[config.mk]
export PLATFORM = sky130hd
export DESIGN_NAME = i2c_multibus_monitor
export DESIGN_NICKNAME = d
export VERILOG_FILES = /design/src/rtl/i2c_mon_pkg.sv /design/src/rtl/i2c_bus_decoder.sv /design/src/rtl/i2c_multibus_monitor.sv
export SDC_FILE = /design/constraint.sdc
export NUM_CORES = 1
export LEC_CHECK = 0
export ABC_AREA = 1
export CORE_AREA = 2 2 180 182
export DETAILED_ROUTE_END_ITERATION = 10
export DIE_AREA = 0 0 182 184
export HOLD_SLACK_MARGIN = 0.05
export PLACE_DENSITY = 0.44
export SLEW_MARGIN = 40
export SYNTH_ARGS = -nofsm -noshare
export SYNTH_HDL_FRONTEND = slang
export SYNTH_SLANG_ARGS = --single-unit
[constraint.sdc]
create_clock -name clk_i -period 1.7 [get_ports clk_i]
set_input_delay 0.51 -clock clk_i [delete_from_list [all_inputs] [get_ports clk_i]]
set_output_delay 0.51 -clock clk_i [all_outputs]
set_load 0.01 [all_outputs]
[src/rtl/i2c_mon_pkg.sv]
// Shared types and sizing helpers for the multi-bus I2C monitor.
package i2c_mon_pkg;

  typedef enum logic [1:0] {
    REC_START = 2'd0,
    REC_ADDR  = 2'd1,
    REC_DATA  = 2'd2,
    REC_STOP  = 2'd3
  } rec_kind_t;

  typedef enum logic [2:0] {
    IDLE,
    ADDR,
    ADDR_ACK,
    DATA,
    DATA_ACK,
    WAIT
  } dec_state_t;

  // Per-bus record as held in a decoder; the top inserts bus id and timestamp.
  typedef struct packed {
    rec_kind_t   kind;
    logic [7:0]  data;
    logic        ack;
  } i2c_mon_rec_t;

  function automatic int bid_width(input int num_buses);
    return (num_buses > 1) ? $clog2(num_buses) : 1;
  endfunction

  function automatic int rec_width(input int num_buses, input int ts_w, input bit ts_en);
    return $bits(i2c_mon_rec_t) + bid_width(num_buses) + (ts_en ? ts_w : 0);
  endfunction

endpackage

[src/rtl/i2c_bus_decoder.sv]
// One observed I2C bus: synchroniser, glitch filter, protocol FSM, one-entry holding register.
// I2C_MON_TIMESTAMP_EN adds a timestamp captured alongside each held record.
module i2c_bus_decoder
  import i2c_mon_pkg::*;
#(
  parameter int FILTER_LEN = 3
`ifdef I2C_MON_TIMESTAMP_EN
  , parameter int TS_W = 16
`endif
) (
  input  logic          clk,
  input  logic          rst,
  input  logic          enable,
  input  logic          scl,
  input  logic          sda,
  input  logic          grant,
`ifdef I2C_MON_TIMESTAMP_EN
  input  logic [TS_W-1:0] ts,
  output logic [TS_W-1:0] rec_ts,
`endif
  output logic          rec_valid,
  output i2c_mon_rec_t  rec,
  output logic          ovf_pulse
);

  localparam int CNT_W = $clog2(FILTER_LEN + 1);

  // Index 1 carries SCL, index 0 carries SDA.
  logic [1:0]       sync1, sync2, filt, filt_q;
  logic [CNT_W-1:0] cnt [2];

  always_ff @(posedge clk) begin
    if (rst) begin
      sync1  <= '1;
      sync2  <= '1;
      filt   <= '1;
      filt_q <= '1;
      for (int i = 0; i < 2; i++) cnt[i] <= '0;
    end else begin
      // NOTE: non-blocking assignments make every flop here sample the pre-edge value, so the sync chain stays two stages deep.
      sync1  <= {scl, sda};
      sync2  <= sync1;
      filt_q <= filt;
      for (int i = 0; i < 2; i++) begin
        if (sync2[i] == filt[i]) begin
          cnt[i] <= '0;
        end else if (cnt[i] == CNT_W'(FILTER_LEN - 1)) begin
          filt[i] <= sync2[i];
          cnt[i]  <= '0;
        end else begin
          cnt[i] <= cnt[i] + 1'b1;
        end
      end
    end
  end

  logic start_ev, stop_ev, scl_rise;
  assign start_ev = filt[1] & filt_q[1] &  filt_q[0] & ~filt[0];
  assign stop_ev  = filt[1] & filt_q[1] & ~filt_q[0] &  filt[0];
  assign scl_rise = filt[1] & ~filt_q[1];

  dec_state_t   state, state_next;
  logic [2:0]   bit_cnt;
  logic [7:0]   shift;
  logic         emit;
  i2c_mon_rec_t emit_rec;

  always_ff @(posedge clk) begin
    if (rst) state <= IDLE;
    else     state <= state_next;
  end

  always_comb begin
    // NOTE: the default assignment first keeps this block purely combinational (no latch).
    state_next = state;
    if (!enable) begin
      state_next = IDLE;
    end else if (start_ev) begin
      state_next = ADDR;
    end else if (stop_ev && state != IDLE) begin
      state_next = IDLE;
    end else if (scl_rise) begin
      unique case (state)
        ADDR:     if (bit_cnt == 3'd7) state_next = ADDR_ACK;
        DATA:     if (bit_cnt == 3'd7) state_next = DATA_ACK;
        ADDR_ACK,
        DATA_ACK: state_next = filt[0] ? WAIT : DATA;
        default:  state_next = state;
      endcase
    end
  end

  always_comb begin
    emit     = 1'b0;
    emit_rec = '0;
    if (enable) begin
      if (start_ev) begin
        emit          = 1'b1;
        emit_rec.kind = REC_START;
      end else if (stop_ev && state != IDLE) begin
        emit          = 1'b1;
        emit_rec.kind = REC_STOP;
      end else if (scl_rise && (state == ADDR_ACK || state == DATA_ACK)) begin
        emit          = 1'b1;
        emit_rec.kind = (state == ADDR_ACK) ? REC_ADDR : REC_DATA;
        emit_rec.data = shift;
        emit_rec.ack  = ~filt[0];
      end
    end
  end

  // Bit counter wraps 7->0 so the first data byte after an ACK starts at bit 0.
  always_ff @(posedge clk) begin
    if (rst) begin
      bit_cnt <= '0;
      shift   <= '0;
    end else if (enable) begin
      if (start_ev) begin
        bit_cnt <= '0;
      end else if (scl_rise && (state == ADDR || state == DATA)) begin
        shift   <= {shift[6:0], filt[0]};
        bit_cnt <= bit_cnt + 3'd1;
      end
    end
  end

  logic load;
  assign ovf_pulse = emit & rec_valid & ~grant;
  assign load      = emit & ~ovf_pulse;

  always_ff @(posedge clk) begin
    if (rst) begin
      rec_valid <= 1'b0;
      rec       <= '0;
`ifdef I2C_MON_TIMESTAMP_EN
      rec_ts    <= '0;
`endif
    end else if (load) begin
      rec_valid <= 1'b1;
      rec       <= emit_rec;
`ifdef I2C_MON_TIMESTAMP_EN
      rec_ts    <= ts;
`endif
    end else if (grant) begin
      rec_valid <= 1'b0;
    end
  end

endmodule

[src/rtl/i2c_multibus_monitor.sv]
// Passive multi-bus I2C monitor: per-bus decoders, round-robin arbiter, shared record FIFO.
// I2C_MON_TIMESTAMP_EN appends a free-running cycle timestamp to every record.
module i2c_multibus_monitor
  import i2c_mon_pkg::*;
#(
  parameter int NUM_BUSES  = 1,
  parameter int FIFO_DEPTH = 16,
  parameter int FILTER_LEN = 3,
  parameter int TS_W       = 16,
`ifdef I2C_MON_TIMESTAMP_EN
  localparam bit TS_EN     = 1'b1,
`else
  localparam bit TS_EN     = 1'b0,
`endif
  localparam int BID_W     = bid_width(NUM_BUSES),
  localparam int REC_W     = rec_width(NUM_BUSES, TS_W, TS_EN),
  localparam int AW        = $clog2(FIFO_DEPTH)
) (
  input  logic                 clk_i,
  input  logic                 rst_i,
  input  logic                 enable_i,
  input  logic [NUM_BUSES-1:0] scl_i,
  input  logic [NUM_BUSES-1:0] sda_i,
  output logic                 rec_valid_o,
  input  logic                 rec_ready_i,
  output logic [REC_W-1:0]     rec_data_o,
  output logic [AW:0]          fifo_count_o,
  output logic [NUM_BUSES-1:0] overflow_o,
  input  logic                 clear_ovf_i
);

  logic [NUM_BUSES-1:0] hold_valid, grant, ovf_pulse;
  i2c_mon_rec_t         hold_rec [NUM_BUSES];

`ifdef I2C_MON_TIMESTAMP_EN
  logic [TS_W-1:0] ts;
  logic [TS_W-1:0] hold_ts [NUM_BUSES];

  always_ff @(posedge clk_i) begin
    if (rst_i) ts <= '0;
    else       ts <= ts + 1'b1;
  end
`endif

  for (genvar g = 0; g < NUM_BUSES; g++) begin : g_bus
    i2c_bus_decoder #(
      .FILTER_LEN (FILTER_LEN)
`ifdef I2C_MON_TIMESTAMP_EN
      , .TS_W     (TS_W)
`endif
    ) u_dec (
      .clk        (clk_i),
      .rst        (rst_i),
      .enable     (enable_i),
      .scl        (scl_i[g]),
      .sda        (sda_i[g]),
      .grant      (grant[g]),
`ifdef I2C_MON_TIMESTAMP_EN
      .ts         (ts),
      .rec_ts     (hold_ts[g]),
`endif
      .rec_valid  (hold_valid[g]),
      .rec        (hold_rec[g]),
      .ovf_pulse  (ovf_pulse[g])
    );
  end

  logic             pop, wr_room, wr_en;
  logic [BID_W-1:0] rr_ptr, gnt_idx;
  logic [REC_W-1:0] wr_word;
  int               idx;

  assign pop     = rec_valid_o & rec_ready_i;
  assign wr_room = (fifo_count_o < (AW+1)'(FIFO_DEPTH)) | pop;

  // Round-robin search starting at rr_ptr; first valid holding register wins.
  always_comb begin
    wr_en   = 1'b0;
    gnt_idx = '0;
    grant   = '0;
    idx     = 0;
    for (int i = 0; i < NUM_BUSES; i++) begin
      idx = int'(rr_ptr) + i;
      if (idx >= NUM_BUSES) idx = idx - NUM_BUSES;
      if (!wr_en && wr_room && hold_valid[idx]) begin
        wr_en   = 1'b1;
        gnt_idx = BID_W'(idx);
      end
    end
    if (wr_en) grant[gnt_idx] = 1'b1;
  end

  always_comb begin
    wr_word = {hold_rec[gnt_idx].kind, gnt_idx, hold_rec[gnt_idx].data, hold_rec[gnt_idx].ack
`ifdef I2C_MON_TIMESTAMP_EN
               , hold_ts[gnt_idx]
`endif
              };
  end

  logic [REC_W-1:0] mem [FIFO_DEPTH];
  logic [AW-1:0]    wr_ptr, rd_ptr;

  // NOTE: the FIFO storage has no reset; rec_data_o is forced to 0 while empty, so stale contents are never visible.
  always_ff @(posedge clk_i) begin
    if (wr_en) mem[wr_ptr] <= wr_word;
  end

  always_ff @(posedge clk_i) begin
    if (rst_i) begin
      wr_ptr       <= '0;
      rd_ptr       <= '0;
      fifo_count_o <= '0;
      rr_ptr       <= '0;
      overflow_o   <= '0;
    end else begin
      if (wr_en) begin
        wr_ptr <= wr_ptr + 1'b1;
        rr_ptr <= (gnt_idx == BID_W'(NUM_BUSES - 1)) ? '0 : gnt_idx + 1'b1;
      end
      if (pop) rd_ptr <= rd_ptr + 1'b1;
      case ({wr_en, pop})
        2'b10:   fifo_count_o <= fifo_count_o + 1'b1;
        2'b01:   fifo_count_o <= fifo_count_o - 1'b1;
        default: fifo_count_o <= fifo_count_o;
      endcase
      // A new drop in the clearing cycle wins over the clear.
      overflow_o <= (overflow_o & ~{NUM_BUSES{clear_ovf_i}}) | ovf_pulse;
    end
  end

  assign rec_valid_o = (fifo_count_o != '0);
  assign rec_data_o  = rec_valid_o ? mem[rd_ptr] : '0;

endmodule

## Yosys cells after proc, flatten, opt, wreduce, memory -nomap -nowiden

Memories as Yosys holds them, arrays and structs flattened. A register that Yosys moved wholly into a read port is not among the register bits.
Cells that the tools add are included.

- Register bits: 49
- Latch bits: 0
- Memory bits (writable): 196
- ROM bits: 0
- Input port bits: 7
- Output and inout bits: 19
- Word-level logic and storage cells: 169
- Memories: 2

Memories:

| name | words | bits a word | read ports | clocked after Yosys merged registers in | wr ports | RTL line | source |
|---|---|---|---|---|---|---|---|
| mem | 16 | 12 | 1 | 1 | 1 | i2c_multibus_monitor.sv:101 | `logic [REC_W-1:0] mem [FIFO_DEPTH];` |
| g_bus[0].u_dec.cnt | 2 | 2 | 2 | 0 | 2 | i2c_bus_decoder.sv:30 | `logic [CNT_W-1:0] cnt [2];` |

- $add $sub $neg: 9
- Multiply operators: 0
- Divide/modulo/power cells: 0
- $lt $le $gt $ge: 5
- Equality and inequality tests: 15
- Shift-type cells: 0
- Muxes and demuxes: 67
- Bitwise logic cells: 29
- Reductions and logical operators: 24

Operators by type and width:

| cell | count |
|---|---|
| 2-to-1 mux 1 bit | 42 |
| 2-to-1 mux 11 bit | 3 |
| less-than comparator 32 x 2 -> 1 bit, second input constant | 1 |
| 2-to-1 mux 32 bit | 1 |
| 2-to-1 mux 2 bit | 9 |
| 2-to-1 mux 9 bit | 2 |
| 2-to-1 mux 3 bit | 5 |
| 2-to-1 mux 12 bit | 1 |
| AND 1 bit | 11 |
| NOT 1 bit | 10 |
| one-hot mux 5 bit (2 select lines) | 1 |
| nonzero test 5 bit | 2 |
| one-hot mux 3 bit (3 select lines) | 1 |
| nonzero test 3 bit | 3 |
| adder 4 x 1 -> 4 bit, second input constant | 2 |
| 2-to-1 mux 4 bit | 2 |
| inequality test 4 x 1 -> 1 bit, second input constant | 2 |
| bitwise OR 1 bit | 8 |
| AND reduction 4 bit | 2 |
| equality test 2 bit, second input constant | 3 |
| equality test 3 x 2 -> 1 bit, second input constant | 2 |
| equality test 3 bit, second input constant | 2 |
| AND reduction 2 bit | 3 |
| nonzero test 2 bit | 3 |
| other kinds (18) | 28 |

## Depth between registers and ports, before layout

- Depth in word-level cells: 16
- Gate-level depth with buffers: 15
- Gate-level depth less buffers: 15

## Hierarchy

Synthesis repeated with hierarchy kept, for this count alone.

- Cell total of the unflattened synthesis: 849
- Area, all modules: 9542.9 um^2

Modules (own cells, without submodules):

| module | times used | cells each | area each (um^2) | seq. area each (um^2) |
|---|---|---|---|---|
| i2c_multibus_monitor | 1 | 625 | 7843.8 | 5645.4 |
| i2c_bus_decoder | 1 | 224 | 1699.1 | 800.8 |

## Worst setup path before layout

OpenSTA, ideal clock, no wires.

- Path kind: flip-flop to output port
- From: reg (tool-made name)
- To: out rec_data_o[10]
- Arrival time: 1.396 ns
- Required time: 1.190 ns
- Setup slack: -0.206 ns
- Cell stages (with the launch flop): 9
- Buffers on the path: 3
- Path through: dfxtp_1 -> buf_4 -> clkinv_1 -> buf_2 -> buf_2 -> nor2_1 -> o221ai_1 -> nand3_1 -> a21oi_1

RTL lines:

| item | RTL line | source |
|---|---|---|
| to (decl) | i2c_multibus_monitor.sv:26 | `output logic [REC_W-1:0] rec_data_o,` |

==> impl_results.md <==
- Failing checks: negative setup slack
- Clock sink count: 232
- Post-DR wirelength/cell: 18.45 um
- First DRT Iteration DRCs: 423
- CP Data Arrival Time: 2.08 ns
- Final period util: 1.521
- Die Span Y: 184 um
- RePlAce Congestion: 0.7888
- I/O pin cnt: 26
- Status: finished, violations left
- Final non-filler cell total: 1397
- Root Driver: clkbuf_16
- Worst Reg-to-Reg Cells: 16
- DRT Pass-1 Iters: 5
- Sw Share: 0.3231
- Slew headroom: 0.5129
- Area growth, synth to finish: 36.56%
- EDFF count, synth: 180
- DR DRC count: 0
- Async S/R FF share, synth: 0
- Skew final: 0.02877 ns
- FMAX: 386.8 MHz
- Sequential area share after synthesis: 0.6894
- First-pass GRT wire length: 39650 um
- Synth Cell Area: 0.009350 mm^2
- Vias per Instance: 4.857
- Worst-Margin Slew: 0.7297 ns
- DR vias: 6785
- WP data required: 1.19 ns
- Syn Area/Cell: 11.39 um^2
- Static Leak: 4.526 nW
- Initial antenna violation count: 0
- Placed Cells: 1322
- GRT Total Usage: 0.1540
- Critical path type: reg -> out
- Synth top area cells: edfxtp_1 58%, dfxtp_1 11%, o21ai_0 6.1%, nor2_1 5.6%, o221ai_1 3.0%
- Share of post-route cells with drive strength above 1: 0.3206
- Fin util: 0.4067
- Initial Util: 0.2978
- Seq pwr share: 0.336
- CP startpoint kind: flip-flop
- Clock Power Share: 0.292
- FF+latch count, synth: 232
- Nets@finish: 993
- CTS tree: yes
- Gr ovfl total: 0
- Largest net degree at the start of global routing: 22
- Gate power share: 0.371
- Synth cell types: 34
- Worst-path fanout max: 7
- Die W: 182 um
- Final Hold Fails: 0
- Fin Hold WS: 0.4115 ns
- Min-Delay Path Depth: 1
- Min Tclk post-route: 2.586 ns
- Max clock buf depth: 3
- Commonest non-fill, non-tap cell in the layout: edfxtp_1
- Post-Route WL: 25780 um
- Max Cap Viol: 0
- Commonest cells after routing, fill and taps aside: 180 x edfxtp_1, 114 x nor2_1, 89 x buf_4
- Final Setup Violations: 14
- Worst setup EP type: primary output
- Max IR drop VDD: 0.8141 mV
- Row Count: 65
- Ys flop type: edfxtp_1
- Post-route antenna net violation count: 0
- Final setup margin: -0.8856 ns
- DP HPWL: 16370 um
- H-tree Lvls: 1
- Worst skew pair latency: 0.54 ns
- RSZ-0062 raised after global routing: yes
- Max-slew violation count: 0
- Diodes inserted: 0
- Largest area contributor in the netlist: edfxtp_1
- Die area: 0.03349 mm^2
- Post-Synthesis Cells: 821
- Internal power: 0.01278 W
- Top-area cell type share of the netlist area: 0.5781
- Worst-path clk slew: 0.06 ns
- Sw Pwr: 0.006101 W
- Hold Path Class: reg -> reg
- Port Buffers: 24
- PwrDens: 1479 mW/mm^2
- Final-layout fill cell count: 3013
- Core Area: 0.03139 mm^2
- Synth warn: 0
- CTS Buf Count: 26
- Vias in the first global route: 6833
[critical path, cell delays in order (launching register included)]
cell	delay, ns
dfxtp_4	0.40
clkinv_8	0.08
buf_4	0.16
buf_16	0.13
nor2_1	0.04
o221ai_1	0.18
nand3_1	0.13
a21oi_2	0.24
buf_2	0.17
[cell type report]
| type | count | area (um^2) | area share |
|---|---|---|---|
| timing repair buffer | 164 | 1715 | 0.1343 |
| sequential | 232 | 6462 | 0.5061 |
| clock buffer | 31 | 669.4 | 0.05243 |
| multi-input combinational | 502 | 3049 | 0.2388 |
| inverter | 49 | 201.4 | 0.01578 |
| clock inverter | 17 | 167.7 | 0.01313 |
| tap | 402 | 503.0 | 0.03939 |
[cell families after synthesis]
family                   share of synthesized area
other                                    0.0008032
flip-flops                                  0.6894
XOR/XNOR                                 0.0009369
AO/OA/AOI/OAI                               0.1365
buffers and inverters                      0.03907
adder cells (fa/ha/maj)                    0.01472
AND/OR/NAND/NOR                             0.1186
[worst paths after layout]
check | start | to | slack [ns]
worst max-delay path | flip-flop | rec_data_o[11] | -0.89
worst min-delay path | g_bus[0].u_dec.sync1[1] | g_bus[0].u_dec.sync2[1] | 0.41
worst max register to register | fifo_count_o[1] | fifo_count_o[4] | -0.04
worst min register to register | g_bus[0].u_dec.sync1[1] | g_bus[0].u_dec.sync2[1] | 0.41
[sequential cells by signal, summed over array words and instances (netlist names), 3 cells and up, named ones only]
name and cells:
fifo_count_o 5, g_bus.u_dec.bit_cnt 3, g_bus.u_dec.cnt 4, g_bus.u_dec.rec 11, g_bus.u_dec.shift 8, g_bus.u_dec.state 3
mem 176, rd_ptr 4, wr_ptr 4
[power by group through the flow]
| stage | registers [W] | clock network [W] | logic (W) |
|---|---|---|---|
| after CTS | 0.00634 | 0.00567 | 0.00653 |
| final | 0.00635 | 0.00552 | 0.00701 |
| after global routing | 0.00637 | 0.00587 | 0.00760 |
| after floorplan | 0.00643 | 0 | 0.00281 |
| after global placement | 0.00641 | 0 | 0.00541 |
| after detailed placement | 0.00642 | 0 | 0.00541 |
[Yosys cell counts, types with 2 or more instances]
library cell	number
nor2_1	139
o221ai_1	32
a21oi_1	55
or2_2	5
nand2_1	69
nand2_2	2
nand3_1	29
ha_1	11
inv_1	44
clkinv_1	4
clkbuf_1	30
conb_1	2
o21ai_0	114
edfxtp_1	180
buf_4	3
buf_2	7
o211ai_1	2
o22ai_1	12
nor3_1	4
nand4_1	12
dfxtp_1	52
[through the flow]
step                      power [W]  cell area [um^2]  setup WS [ns]  TNS, ns
final                       0.01888             12770        -0.8856   -9.476
after global routing        0.01984             12770        -0.9732   -11.22
after CTS                   0.01855             12480        -0.9304   -10.63
after detailed placement    0.01183             11090        -0.8558   -95.74
after global placement      0.01182             11090        -0.8247   -93.20
after floorplan            0.009233              9502       -0.06550   -8.220
[repair_timing]
item	4_1_cts	5_1_grt
resized for setup	164	114
setup endpoints to repair	21	203
gates cloned	9	2
setup buffers	17	7
pin swaps	56	67
hold buffers	0	0
[layer usage]
metal | share of wire | up-vias | global-route usage
met4 | 0.017 | 0 | 0.03387
met1 | 0.46 | 3323 | 0.2066
li1 | - | 3287 | -
met5 | 0 | - | 0
met3 | 0.045 | 31 | 0.02258
met2 | 0.48 | 144 | 0.2647
Power figures use the tool's default switching activity.
